<file path="src/rtl/alu_red_pkg.sv">
// Shared definitions for the ALU byte-reduction unit: data word and lane
// types, the widths of the intermediate sums, and where each flag sits in
// the packed flag vector.
package alu_red_pkg;

  typedef logic [15:0] word_t;
  typedef logic [7:0]  lane_t;

  // A lane sum needs one extra bit, and the sum of two lane sums one more.
  typedef logic [8:0]  lane_sum_t;
  typedef logic [9:0]  red_sum_t;

  // The result plus one carry bit above bit 15, used for the overflow term.
  typedef logic [16:0] word_carry_t;

  localparam int FLAG_W = 3;
  localparam int SIGN   = 2;
  localparam int ZERO   = 1;
  localparam int OVFL   = 0;

  typedef logic [FLAG_W-1:0] flags_t;

  // Packs the three flags so their bit positions always agree with the
  // SIGN/ZERO/OVFL indices that the branch logic uses.
  function automatic flags_t packFlags(input logic signFlag,
                                       input logic zeroFlag,
                                       input logic ovflFlag);
    flags_t packed_v;
    packed_v       = '0;
    packed_v[SIGN] = signFlag;
    packed_v[ZERO] = zeroFlag;
    packed_v[OVFL] = ovflFlag;
    return packed_v;
  endfunction

endpackage

</file>
<file path="src/rtl/alu_red_lane_adder.sv">
// Adds two unsigned 8-bit lanes into a 9-bit sum so that the carry out of
// the lane is kept instead of being truncated.
module red_lane_adder
  import alu_red_pkg::*;
(
  input  lane_t     lhs,
  input  lane_t     rhs,
  output lane_sum_t sum
);

  // Both operands are zero-extended before the add so the carry lands in
  // bit 8 of the sum.
  assign sum = {1'b0, lhs} + {1'b0, rhs};

endmodule

</file>
<file path="src/rtl/alu_red.sv">
// Byte-reduction unit of the ALU: sums the four bytes of operands a and b,
// produces the zero-extended result with N/Z/V flags combinationally, and
// keeps a registered copy of the flags for later branch evaluation.
module alu_red
  import alu_red_pkg::*;
(
  input  logic          clk,
  input  logic          rst_n,
  input  logic [15:0]   a,
  input  logic [15:0]   b,
  input  logic          flag_wr,
  output logic [15:0]   result,
  output logic          ovfl,
  output logic          zero,
  output logic          sign,
  output logic [2:0]    flags_q
);

  lane_sum_t   aLaneSum;
  lane_sum_t   bLaneSum;
  red_sum_t    totalSum;
  word_carry_t wideResult;
  flags_t      flagsNow;
  flags_t      flags_d;

  red_lane_adder uAddA (
    .lhs (a[15:8]),
    .rhs (a[7:0]),
    .sum (aLaneSum)
  );

  red_lane_adder uAddB (
    .lhs (b[15:8]),
    .rhs (b[7:0]),
    .sum (bLaneSum)
  );

  // The two 9-bit lane sums are widened to 10 bits before combining, so the
  // full 0..1020 range survives.
  assign totalSum = {1'b0, aLaneSum} + {1'b0, bLaneSum};

  // The result is carried one bit past the 16-bit word; that extra bit is
  // the overflow term and is structurally zero because the sum fits in 10.
  assign wideResult = {7'b0, totalSum};
  assign result     = wideResult[15:0];
  assign ovfl       = wideResult[16];

  // Sign comes from the top result bit rather than a constant so it stays
  // correct if the datapath ever widens.
  assign sign = result[15];
  assign zero = (result == 16'h0000);

  assign flagsNow = packFlags(sign, zero, ovfl);

  // Capture the live flags only when the execute stage asks for it,
  // otherwise hold the last captured value.
  always_comb begin
    flags_d = flags_q;
    if (flag_wr) begin
      flags_d = flagsNow;
    end
  end

  // Flag register with asynchronous clear; the combinational outputs do
  // not depend on reset at all.
  always_ff @(posedge clk or negedge rst_n) begin
    if (!rst_n) begin
      flags_q <= '0;
    end else begin
      flags_q <= flags_d;
    end
  end

endmodule

</file>
<file path="config.mk">
export PLATFORM = sky130hd
export DESIGN_NAME = alu_red
export DESIGN_NICKNAME = d
export VERILOG_FILES = /design/src/rtl/alu_red_pkg.sv /design/src/rtl/alu_red_lane_adder.sv /design/src/rtl/alu_red.sv
export SDC_FILE = /design/constraint.sdc
export NUM_CORES = 1
export LEC_CHECK = 0
export ABC_AREA = 1
export CAP_MARGIN = 10
export CORE_MARGIN = 4
export CORE_UTILIZATION = 31
export CTS_BUF_LIST = sky130_fd_sc_hd__clkbuf_16
export CTS_CLUSTER_SIZE = 16
export DETAILED_ROUTE_END_ITERATION = 12
export DONT_BUFFER_PORTS = 1
export GPL_ROUTABILITY_DRIVEN = 0
export GPL_TIMING_DRIVEN = 0
export PLACE_DENSITY = 0.46
export SETUP_SLACK_MARGIN = 0.5
export SYNTH_ARGS = -nofsm -noshare
export SYNTH_HDL_FRONTEND = slang
export SYNTH_HIERARCHICAL = 1
export SYNTH_SLANG_ARGS = --single-unit
export TNS_END_PERCENT = 50
</file>
<file path="constraint.sdc">
create_clock -name clk -period 6.01 [get_ports clk]
set_input_delay 1.803 -clock clk [delete_from_list [all_inputs] [get_ports clk]]
set_output_delay 1.803 -clock clk [all_outputs]
set_load 0.02 [all_outputs]
</file>
* Word-level counts from Yosys, hierarchy flattened
Cells that the tools add are included.
Cells by class: $add $sub $neg 3, reduce and logical (&&, ||, !) cells 1
Operators by type and width (number):
- $add A8 B8 Y9 | 2
- $logic_not A16 Y1 | 1
- $add A9 B9 Y10 | 1
Storage, ports and cells: bits in registers 1, input bits 35, word-level logic and storage cells 5

* Logic depth before layout (Yosys ltp)
depth after elaboration 3, depth in mapped cells 18, mapped depth without buffers 18

* Modules after synthesis
The synthesis kept the hierarchy.
By module, submodules not included:
- red_lane_adder | times used 2, cells each 59, area an instance 376.6 µm², seq. area each 0.0 µm²
- alu_red | times used 1, cells each 129, area an instance 713.2 µm², seq. area each 25.0 µm²

* Least setup slack after synthesis
OpenSTA, ideal clock, no wires.
kind input-to-output, from in a[8], to out zero, data arrival time 4.040 ns, path slack 0.167 ns, stages 10, path through ha_1 -> fa_1 -> fa_1 -> or2_2 -> nor2_1 -> nand3_1 -> nor2_1 -> nand2_1 -> nor2_2 -> and2_1
On the way: longest elaborated chain between the ends 3
Ends and longest elaborated chain:
- start, declared | line alu_red.sv:9 | input logic [15:0] a,
- $add A8 B8 Y9 | line alu_red_lane_adder.sv:13 | assign sum = {1'b0, lhs} + {1'b0, rhs};
- named net aLaneSum[1] | line alu_red.sv:19 | lane_sum_t aLaneSum;
- $add A9 B9 Y10 | line alu_red.sv:40 | assign totalSum = {1'b0, aLaneSum} + {1'b0, bLaneSum};
- named net result[1] | line alu_red.sv:12 | output logic [15:0] result,
- $logic_not A16 Y1 | line alu_red.sv:51 | assign zero = (result == 16'h0000);
- end, declared | line alu_red.sv:14 | output logic zero,
The timed path passes the listed nets, and every way through them passes these cells.

* Worst setup path after layout
Same ends and word-level chain as after synthesis.

==> results.py <==
metrics = {
    "setup_path": {
        "startpoint": "a[8]",
        "cp.required_ns": 4.21,
        "crit_fanout": 2,
        "end_kind": "primary output",
        "critPathKind": "input port to primary output",
        "arrival_ns": 3.89,
        "start_kind": "input port",
        "r2r_start": "flags_q[1]",
    },
    "sta": {
        "hold_viol_final": 0,
        "layout_setup_ws_ns": 0.316,
        "period_share_pct": 94.8,
        "skew_ns": 0,
        "setup_viol": 0,
        "period_minus_slack_ns": 5.69,
        "rsz0062_at_grt": "true",
        "max_freq_ghz": 0.176,
        "slew_violations": 0,
        "tns_ns": 0,
    },
    "routing": {
        "routed_wl_um": 3210,
        "vias": 1346,
        "drc_errors": 0,
        "ant_nets": 0,
        "drt_iter0_markers": 34,
        "firstDrtPassIters": 4,
        "via_per_inst": 4.27,
        "wire_per_inst_um": 10.2,
    },
    "layout": {
        "area_delta_synth_final_pct": 28.4,
        "drive_gt1_share_pct": 37.6,
        "antennaDiodeCount": 0,
        "layout_common_cells": "61 x nand2_1, 40 x inv_1, 32 x nand2_2",
        "top_regs": "flags_q x1",
        "layout_commonest_cell": "nand2_1",
        "top_register": "flags_q",
        "largest_register_ffs": 1,
        "nets": 328,
        "post-route-util_pct": 42.1,
        "nFillCells": 485,
    },
    "yosys": {
        "synth_warnings": 6,
        "ys_seq_elements": 1,
        "synthCells": 247,
        "seq_area_frac_synth_pct": 1.71,
        "avgSynthCellArea_sq_um": 5.94,
        "ys_types": 24,
        "netlist_area_sq_mm": 0.00147,
        "synth_top_area_share_pct": 21.5,
        "ys_top_cells_by_area": "nand2_1 22%, ha_1 21%, inv_1 11%",
        "synth_largest_area_cell": "nand2_1",
    },
    "floorplan": {
        "std_cell_rows": 24,
        "die_w_um": 76.8,
        "core_area_sq_mm": 0.00447,
        "die_h_um": 76.8,
        "io_pins": 57,
        "initial_core_util_pct": 32.8,
        "dieArea_sq_mm": 0.00589,
    },
    "pwr": {
        "seqPwrFrac_pct": 1.7,
        "p_clk_share_pct": 0,
        "p_switching_uw": 262,
        "power.leakage_nw": 1.05,
        "power_frac_comb_pct": 98.3,
        "ir_drop_uv": 86.5,
        "power_density_mw_per_mm2": 232,
        "total_power_uw": 436,
        "swShare_pct": 60.0,
        "p_int_uw": 174,
    },
    "grt": {
        "antenna_found_initial": 0,
        "grt_overflow": 0,
        "grt_pass1_vias": 1201,
        "grt_max_degree": 8,
        "grt_pass1_wl_um": 5260,
        "grt.total_usage_pct": 10.3,
    },
    "run": {
        "cap_violations": 0,
    },
    "clocking": {
        "clk_pin_slew_ns": 0,
        "cts_hold_buf": 0,
        "clk_latency_ns": 0,
    },
    "placed_design": {
        "place_ws_ns": 0.178,
        "dpl.hpwl_um": 2820,
        "port_buffers": 0,
    },
    "run_status": {
        "status": "complete, no violations",
    },
    "worst_hold_path": {
        "worstHoldPathType": "flop to flop",
        "min_from": "flags_q[1]",
    },
}
[path summary, 6_finish.rpt]
| kind | end | depth (start not counted) | slack [ns] |
|---|---|---|---|
| worst min register to register | flags_q[1] | 2 | 0.60 |
| worst max-delay path | zero | 10 | 0.32 |
| worst max register to register | flags_q[1] | 2 | 5.31 |
| worst min-delay path | flags_q[1] | 2 | 0.60 |
| max in group asynchronous | flags_q[1] | 0 | 4.44 |
| min in group asynchronous | flags_q[1] | 0 | 1.51 |
[worst max-delay path, cell delays in order]
cell	delay, ns
ha_4	0.14
fa_2	0.56
fa_2	0.51
or2_4	0.25
nor2_1	0.08
nand3_1	0.09
nor2_2	0.12
nand2_1	0.07
nor2_2	0.10
and2_4	0.18
[power by group through the flow]
stage                     registers, mW  logic, mW  clock network, mW
after floorplan                 0.00719      0.301                  0
after global placement          0.00721      0.350                  0
after detailed placement        0.00721      0.351                  0
after CTS                       0.00721      0.384                  0
after global routing            0.00722      0.478                  0
final                           0.00720      0.429                  0
[layer usage]
| layer | up-vias | track usage [%] | share of wire, % |
|---|---|---|---|
| li1 | 773 | - | - |
| met3 | 0 | 0.234 | 5.0 |
| met1 | 538 | 15.2 | 52 |
| met4 | 0 | 0 | 0 |
| met5 | - | 0 | 0 |
| met2 | 35 | 17.7 | 43 |
[kinds of logic after synthesis]
family	after synthesis	synth area share, %
XOR/XNOR	6	3.58
buffers and inverters	54	16.4
flip-flops	1	1.71
adder cells (fa/ha/maj)	28	25.4
AND/OR/NAND/NOR	147	49.0
AO/OA/AOI/OAI	10	3.67
other	1	0.256
[area by class of cell]
cell class	instances	area, sq um	area share (%)
Tap cell	52	65.1	3.46
Sequential cell	1	25.0	1.33
Inverter	44	168	8.90
Multi-Input combinational cell	201	1500	79.5
Timing Repair Buffer	7	52.6	2.79
Buffer	10	75.1	3.99
[Yosys cell counts (all sizes together)]
| master | n |
|---|---|
| nand4 | 2 |
| conb | 1 |
| and2 | 2 |
| dfrtp | 1 |
| a21oi | 10 |
| xor2 | 2 |
| xnor2 | 4 |
| nand3 | 20 |
| and3 | 1 |
| buf | 10 |
| inv | 44 |
| ha | 25 |
| fa | 3 |
| nor2 | 15 |
| nand3b | 4 |
| nand2 | 98 |
| or2 | 5 |
[through the flow]
stage	area, sq um	hold WS (ns)	std cells
finish	1880	0.602	315
global route	1880	0.631	315
CTS	1720	0.613	312
detailed placement	1620	0.611	308
global placement	1620	0.610	308
floorplan	1560	0.582	256
[what timing repair did]
action | 4_1_cts | 5_1_grt
gates cloned | 0 | 0
buffers inserted | 4 | 3
pin swaps | 11 | 18
gates resized for setup | 11 | 38
setup endpoints to repair | 2 | 7
Power figures use the tool's default switching activity.
